`config.mk`:
```
export PLATFORM = sky130hd
export DESIGN_NAME = sc_mul_engine
export DESIGN_NICKNAME = d
export VERILOG_FILES = /design/src/rtl/sc_pkg.sv /design/src/rtl/sc_sobol_rng.sv /design/src/rtl/sc_mul_engine.sv
export SDC_FILE = /design/constraint.sdc
export NUM_CORES = 1
export LEC_CHECK = 0
export CAP_MARGIN = 20
export CORE_ASPECT_RATIO = 0.6
export CORE_MARGIN = 2
export CORE_UTILIZATION = 33
export CTS_BUF_LIST = sky130_fd_sc_hd__clkbuf_4 sky130_fd_sc_hd__clkbuf_8
export DETAILED_ROUTE_END_ITERATION = 8
export SLEW_MARGIN = 40
export SYNTH_ARGS = -nofsm -noshare
export SYNTH_HDL_FRONTEND = slang
export SYNTH_SLANG_ARGS = --single-unit
```
`constraint.sdc`:
```
create_clock -name clk -period 6 [get_ports clk]
set_input_delay 1.2 -clock clk [delete_from_list [all_inputs] [get_ports clk]]
set_output_delay 1.2 -clock clk [all_outputs]
set_load 0.01 [all_outputs]
```
`src/rtl/sc_pkg.sv`:
```
// rtl/sc_pkg.sv - shared types and helpers for the stochastic-computing multiplier
// Purpose: FSM state type, mode/decorrelation encodings and the Sobol
// dimension-1 direction-vector helper used by sc_sobol_rng.
package sc_pkg;

  typedef enum logic [1:0] {
    IDLE = 2'd0,
    RUN  = 2'd1,
    DONE = 2'd2
  } sc_mul_state_e;

  localparam logic SC_UNIPOLAR    = 1'b0;
  localparam logic SC_BIPOLAR     = 1'b1;
  localparam logic SC_DECOR_RAMP  = 1'b0;
  localparam logic SC_DECOR_SOBOL = 1'b1;

  // Dimension-1 Sobol direction vector idx for a width-bit generator:
  // v_idx = 2^(width-1-idx), i.e. a single bit walking down from the MSB.
  function automatic logic [31:0] sobol_dir(input int width, input int idx);
    return 32'd1 << (width - 1 - idx);
  endfunction

endpackage

```
`src/rtl/sc_sobol_rng.sv`:
```
// rtl/sc_sobol_rng.sv - gray-code Sobol dimension-1 sequence generator
// Purpose: emits the dim-1 Sobol sequence in gray-code order, first value 0.
// Ports:
//   clk, rst : clock, synchronous active-high reset
//   clr      : return to the first value (0); has priority over en
//   en       : advance to the next sequence value
//   seq_o    : current sequence value
module sc_sobol_rng
  import sc_pkg::*;
#(
  parameter int WIDTH = 8
) (
  input  logic             clk,
  input  logic             rst,
  input  logic             clr,
  input  logic             en,
  output logic [WIDTH-1:0] seq_o
);

  logic [WIDTH-1:0] cnt_q, cnt_d;
  logic [WIDTH-1:0] seq_q, seq_d;
  logic [WIDTH-1:0] dir;

  // Direction vector at the lowest zero bit of the index counter. An
  // all-ones counter has no zero bit; the last vector then returns the
  // sequence to 0 so the generator is periodic with period 2^WIDTH.
  always_comb begin
    dir = WIDTH'(sobol_dir(WIDTH, WIDTH - 1));
    for (int i = WIDTH - 1; i >= 0; i--) begin
      if (!cnt_q[i]) dir = WIDTH'(sobol_dir(WIDTH, i));
    end
  end

  always_comb begin
    cnt_d = cnt_q;
    seq_d = seq_q;
    if (clr) begin
      cnt_d = '0;
      seq_d = '0;
    end else if (en) begin
      cnt_d = cnt_q + 1'b1;
      seq_d = seq_q ^ dir;
    end
  end

  always_ff @(posedge clk) begin
    if (rst) begin
      cnt_q <= '0;
      seq_q <= '0;
    end else begin
      cnt_q <= cnt_d;
      seq_q <= seq_d;
    end
  end

  assign seq_o = seq_q;

endmodule

```
`src/rtl/sc_mul_engine.sv`:
```
// rtl/sc_mul_engine.sv - stochastic-computing multiplier with ones counter
// Purpose: latches two operands, streams 2^len product bits (AND or XNOR of
// two comparator streams) and counts the ones, with start/busy/done handshake.
// Ports:
//   clk, rst                     : clock, synchronous active-high reset
//   start_i, abort_i             : run request / run termination
//   mode_i, decor_i, len_i       : polarity, decorrelation scheme, log2 length
//   a_i, b_i                     : operands (unsigned fractions of 2^WIDTH)
//   busy_o, bit_o, bit_vld_o     : run status and product stream
//   done_o, ones_o               : end-of-run pulse and ones count
module sc_mul_engine
  import sc_pkg::*;
#(
  parameter int WIDTH = 8,
  parameter int LENWD = $clog2(2*WIDTH+1),
  parameter int CNTWD = 2*WIDTH+1
) (
  input  logic             clk,
  input  logic             rst,
  input  logic             start_i,
  input  logic             abort_i,
  input  logic             mode_i,
  input  logic             decor_i,
  input  logic [LENWD-1:0] len_i,
  input  logic [WIDTH-1:0] a_i,
  input  logic [WIDTH-1:0] b_i,
  output logic             busy_o,
  output logic             bit_o,
  output logic             bit_vld_o,
  output logic             done_o,
  output logic [CNTWD-1:0] ones_o
);

  localparam logic [LENWD-1:0] LEN_MAX = LENWD'(2*WIDTH);

  sc_mul_state_e    state_q, state_d;
  logic [WIDTH-1:0] a_q, a_d, b_q, b_d;
  logic             mode_q, mode_d, decor_q, decor_d;
  logic [LENWD-1:0] len_q, len_d;
  logic [CNTWD-1:0] cnt_q, cnt_d, ones_q, ones_d;
  logic             bit_q, bit_d, vld_q, vld_d, done_q, done_d, busy_q, busy_d;

  logic [CNTWD-1:0] run_len;
  logic [CNTWD-1:0] k;
  logic [CNTWD-1:0] ones_base;
  logic [WIDTH-1:0] op_a, op_b, rngb_val;
  logic             op_mode, op_decor;
  logic             compute, sa, sb;
  logic             rng_clr, rnga_en, rngb_en;
  logic [WIDTH-1:0] seq_a, seq_b;

  assign run_len = CNTWD'(1) << len_q;

  // Generators sit at their first value whenever no run is active, so the
  // bit produced on the start edge can use them directly. Each generator
  // therefore always holds the value for the bit about to be registered.
  sc_sobol_rng #(.WIDTH(WIDTH)) u_rng_a (
    .clk   (clk),
    .rst   (rst),
    .clr   (rng_clr),
    .en    (rnga_en),
    .seq_o (seq_a)
  );

  sc_sobol_rng #(.WIDTH(WIDTH)) u_rng_b (
    .clk   (clk),
    .rst   (rst),
    .clr   (rng_clr),
    .en    (rngb_en),
    .seq_o (seq_b)
  );

  always_ff @(posedge clk) begin
    if (rst) state_q <= IDLE;
    else     state_q <= state_d;
  end

  always_comb begin
    state_d = state_q;
    case (state_q)
      IDLE:    if (start_i) state_d = RUN;
      RUN: begin
        if (abort_i)             state_d = IDLE;
        else if (cnt_q == run_len) state_d = DONE;
      end
      DONE:    state_d = IDLE;
      default: state_d = IDLE;
    endcase
  end

  always_comb begin
    a_d = a_q; b_d = b_q; mode_d = mode_q; decor_d = decor_q; len_d = len_q;
    cnt_d = cnt_q; ones_d = ones_q;
    bit_d = 1'b0; vld_d = 1'b0; done_d = 1'b0;
    busy_d = (state_d == RUN);
    op_a = a_q; op_b = b_q; op_mode = mode_q; op_decor = decor_q;
    k = cnt_q; ones_base = ones_q;
    compute = 1'b0; rng_clr = 1'b0; rnga_en = 1'b0; rngb_en = 1'b0;
    rngb_val = '0; sa = 1'b0; sb = 1'b0;

    case (state_q)
      IDLE: begin
        if (start_i) begin
          // Bit 0 comes straight from the inputs being latched this edge.
          a_d = a_i; b_d = b_i; mode_d = mode_i; decor_d = decor_i;
          len_d = (len_i > LEN_MAX) ? LEN_MAX : len_i;
          op_a = a_i; op_b = b_i; op_mode = mode_i; op_decor = decor_i;
          k = '0; ones_base = '0;
          compute = 1'b1;
        end else begin
          rng_clr = 1'b1;
        end
      end
      RUN: begin
        if (abort_i || cnt_q == run_len) begin
          rng_clr = 1'b1;
          done_d  = !abort_i;
        end else begin
          compute = 1'b1;
        end
      end
      default: rng_clr = 1'b1;
    endcase

    if (compute) begin
      rngb_val = op_decor ? seq_b : k[WIDTH-1:0];
      sa       = op_a > seq_a;
      sb       = op_b > rngb_val;
      bit_d    = op_mode ? ~(sa ^ sb) : (sa & sb);
      vld_d    = 1'b1;
      ones_d   = ones_base + CNTWD'(bit_d);
      cnt_d    = k + 1'b1;
      rnga_en  = 1'b1;
      // B steps once per full A period: after the bit that used A's last value.
      rngb_en  = op_decor && (&k[WIDTH-1:0]);
    end
  end

  always_ff @(posedge clk) begin
    if (rst) begin
      a_q <= '0; b_q <= '0; mode_q <= 1'b0; decor_q <= 1'b0; len_q <= '0;
      cnt_q <= '0; ones_q <= '0;
      bit_q <= 1'b0; vld_q <= 1'b0; done_q <= 1'b0; busy_q <= 1'b0;
    end else begin
      a_q <= a_d; b_q <= b_d; mode_q <= mode_d; decor_q <= decor_d; len_q <= len_d;
      cnt_q <= cnt_d; ones_q <= ones_d;
      bit_q <= bit_d; vld_q <= vld_d; done_q <= done_d; busy_q <= busy_d;
    end
  end

  assign busy_o    = busy_q;
  assign bit_o     = bit_q;
  assign bit_vld_o = vld_q;
  assign done_o    = done_q;
  assign ones_o    = ones_q;

endmodule

```
==> metrics.md <==
| Metric | Value |
|---|---|
| Status | `finished, final reports clean` |
| Fin. max-slew vios | `0` |
| Initial Util | `0.342` |
| All-Layer GR Usage | `0.166` |
| Most frequent cells in the layout | `93 x dfxtp_1, 87 x nand2_1, 54 x nor2_1` |
| Post-synth top area cell | `dfxtp_1` |
| CTS tree | `yes` |
| Crit path launch type | `input port` |
| Post-Syn Area | `5020 µm²` |
| Synth Warn # | `0` |
| Routed wire length | `13000 µm` |
| ANT cells | `0` |
| Gr ovfl total | `0` |
| Clock Power Share | `0.363` |
| Antenna violations before repair | `0` |
| Reg clk slew, reported paths | `around 0.10 ns` |
| Worst slack, placed | `0.0738 ns` |
| Async S/R FF share, synth | `0` |
| Most common cell after layout, fill and taps aside | `dfxtp_1` |
| Die area | `between 15000 and 20000 µm²` |
| Area after DPL | `around 5600 µm²` |
| Largest net degree at the start of global routing | `45` |
| Period utilization | `0.924` |
| RSZ-0062 raised after global routing | `false` |
| Hold endpoint | `b_q[1]$_SDFF_PP0_` |
| Final min period | `5.54 ns` |
| Post-DP HPWL | `9460 µm` |
| Row cnt | `34` |
| Startpoint of the worst hold path | `b_q[1]$_SDFF_PP0_` |
| Hold Violations, Final | `0` |
| PostCTS Resize Cnt | `0` |
| Worst VDD drop | `0.0891 mV` |
| Clock tree buffer depth | `2` |
| Critical Path Sink Type | `flop` |
| DRT antenna net count | `0` |
| Worst R2R End | `ones_o[16]$_SDFFE_PP0P_` |
| Pwr/cell area | `225 nW/µm²` |
| Logic pwr share | `0.145` |
| Final net count | `692` |
| CP Class | `in2reg` |
| Data required time of the worst path | `6.31 ns` |
| CP max stage cell | `or3b_2` |
| Sequential Power Share | `0.491` |
| Post-synth EDFFs | `0` |
| Sw Ratio | `0.274` |
| Fmax achieved | `between 0.15 and 0.2 GHz` |
| Via-to-Cell Ratio | `5.23` |
| Final setup viols | `0` |
| Tightest Pin Transition | `between 0.6 and 0.7 ns` |
| Setup TNS | `0 ns` |
| Post-synth top area share | `0.371` |
| Prevailing post-synth register cell | `dfxtp_1` |
| Gate count after technology mapping | `608` |
| CP Buf/Inv Count | `1` |
| Die X | `163 µm` |
| Max-Cap Viols | `0` |
| Final Wtd Congestion | `roughly 0.92` |
| Util after Layout | `0.400` |
| Hold Path Class | `reg2reg` |
| CTS Buf Count | `9` |
| Fin worst setup slack | `0.455 ns` |
| First-pass GRT wire length | `21400 µm` |
| Post-Syn Nets | `between 600 and 700` |
| CTS Root Cell | `clkbuf_8` |
| Area Growth Syn to Fin | `16.9%` |
| Worst hold slack | `between 0.4 and 0.5 ns` |
| Cells on worst reg2reg path | `21` |
| Final Skew | `0.0122 ns` |
| Count of input and output buffers | `47` |
| DR DRC count | `0` |
| Critical Path AT | `between 5 and 6 ns` |
| Slew Limit Headroom | `0.560` |
| Slowest Stage Delay on Critical Path | `0.60 ns` |
| Fraction of layout cells with a size suffix above 1 | `0.0666` |
| Worst-Skew Late Latency | `0.38 ns` |
| Post-CTS Setup Repair Bufs | `0` |
| Via count | `roughly 4.4k` |
| Fillcell total | `1463` |
| RR Startpoint | `state_q[1]$_SDFF_PP0_` |
| H-tree lvl count | `3` |
| Top post-synthesis cells by area | `dfxtp_1 37%, nand2_1 6.5%, ha_1 6.0%, a21oi_1 4.7%, nor2_1 4.0%` |
| Core area | `14700 µm²` |
| Int Pwr | `0.000961 W` |
| Hold Crit Depth | `2` |
| Crit-path max FO | `11` |
| Switching pwr | `0.000362 W` |
| Critical path cell sequence | `clkdlybuf4s50_1 > or3b_2 > nand2_1 > nand2_1 > a22oi_1 > ha_1 > nor2b_1 > o21ai_0 > nand2b_1 > a21oi_1 > o21ai_0 > o21a_1 > ha_1 > mux2i_1 > ha_1 > ha_1 > and3_1 > and3_1 > and3_1 > o2111ai_1 > or3_1 > a21oi_1` |
| Avg WL per Cell | `around 15 µm` |
| First DRT Iteration DRCs | `265` |
| Leakage | `2.15 nW` |
| Top Ports | `48` |
| Drt pass-1 iters | `4` |
| Netlist cell types | `62` |
| Hold buffers post-CTS | `0` |
| Die height | `99.5 µm` |
| CP delay by family, top | `simple AND/OR/NAND/NOR gates` |
| Most Frequent Cell on Critical Path | `ha_1` |
| Register bit total from synthesis | `93` |
| Sequential area share after synthesis | `0.371` |
| Clk sink count | `93` |
| Design Area, Final | `~6000 µm²` |
| Vias in the first global route | `4275` |
| Syn_area_per_cell | `about 8.3 µm²` |
| FF-to-FF setup slack | `1.40 ns` |
power by group through the flow:
stage	registers [W]	logic [W]	clock network, W
2_1_floorplan	0.000658	0.000130	0
3_3_place_gp	0.000663	0.000186	0
3_5_place_dp	0.000664	0.000190	0
4_1_cts	0.000650	0.000192	0.000498
5_1_grt	0.000653	0.000218	0.000522
6_report	0.000650	0.000192	0.000481
logic make-up after synthesis:
logic type                 share of synthesized area
DFF                                            0.371
xor gates and xnor gates                      0.0541
muxes                                         0.0162
and+or+nand+nor                                0.296
buffers and inverters                         0.0508
adders and majority gates                     0.0598
AOI/OAI and AO/OA                              0.152
worst max-delay path by stage:
stage,from,endpoint,slack (ns),cells after the start
2_1_floorplan,start_i,ones_o[16]$_SDFFE_PP0P_,0.64,24
3_3_place_gp,start_i,ones_o[16]$_SDFFE_PP0P_,0.25,22
3_5_place_dp,start_i,ones_o[16]$_SDFFE_PP0P_,0.07,22
4_1_cts,start_i,ones_o[16]$_SDFFE_PP0P_,0.46,22
5_1_grt,start_i,ones_o[14]$_SDFFE_PP0P_,0.10,22
6_report,start_i,ones_o[16]$_SDFFE_PP0P_,0.46,22
tightest hold or removal path, stage by stage (launching register included):
cell     delay, ns
dfxtp_1       0.31
nand2_1       0.06
a21oi_1       0.06
stage by stage:
step | std cells | total power [W]
4_1_cts | 844 | 0.00134
3_3_place_gp | 828 | 0.000850
3_5_place_dp | 828 | 0.000854
5_1_grt | 844 | 0.00139
6_report | 844 | 0.00132
2_1_floorplan | 608 | 0.000788
cell type report:
class,count,area [µm²],area share
clock buffer,10,131,0.0224
clock inverter,6,96.3,0.0164
inverter,17,63.8,0.0109
multi-input combinational,463,2910,0.496
sequential,93,1860,0.317
tap,198,248,0.0422
timing repair buffer,57,558,0.0951
state kept, by name, indices dropped and copies added, names as in the netlist, 2 cells and up:
name,count
cnt_q,17
ones_o,17
a_q,8
b_q,8
u_rng_a.seq_o,8
u_rng_b.seq_o,8
u_rng_a.cnt_q,7
u_rng_b.cnt_q,7
len_q,5
state_q,2
Yosys cell counts, drive strengths merged (7+ instances only):
cell type   n
a21oi      47
a22oi       7
and3       13
buf        20
clkbuf     15
dfxtp      93
ha         24
inv        17
mux2i       7
nand2      87
nand3      29
nand3b      7
nand4      12
nor2       54
nor3b       9
o211ai      7
o21ai      20
or3        19
xnor2      16
xor2       15
routing by layer:
| metal | wire (µm) | global-route usage | vias to the layer above |
|---|---|---|---|
| met4 | 151 | 0.0470 | 0 |
| met2 | 5340 | 0.239 | 100 |
| met1 | 6550 | 0.243 | 2074 |
| met3 | 940 | 0.0442 | 12 |
| li1 | - | - | 2230 |
| met5 | 0 | 0 | - |
No activity file was read; power rests on OpenSTA's default activity.
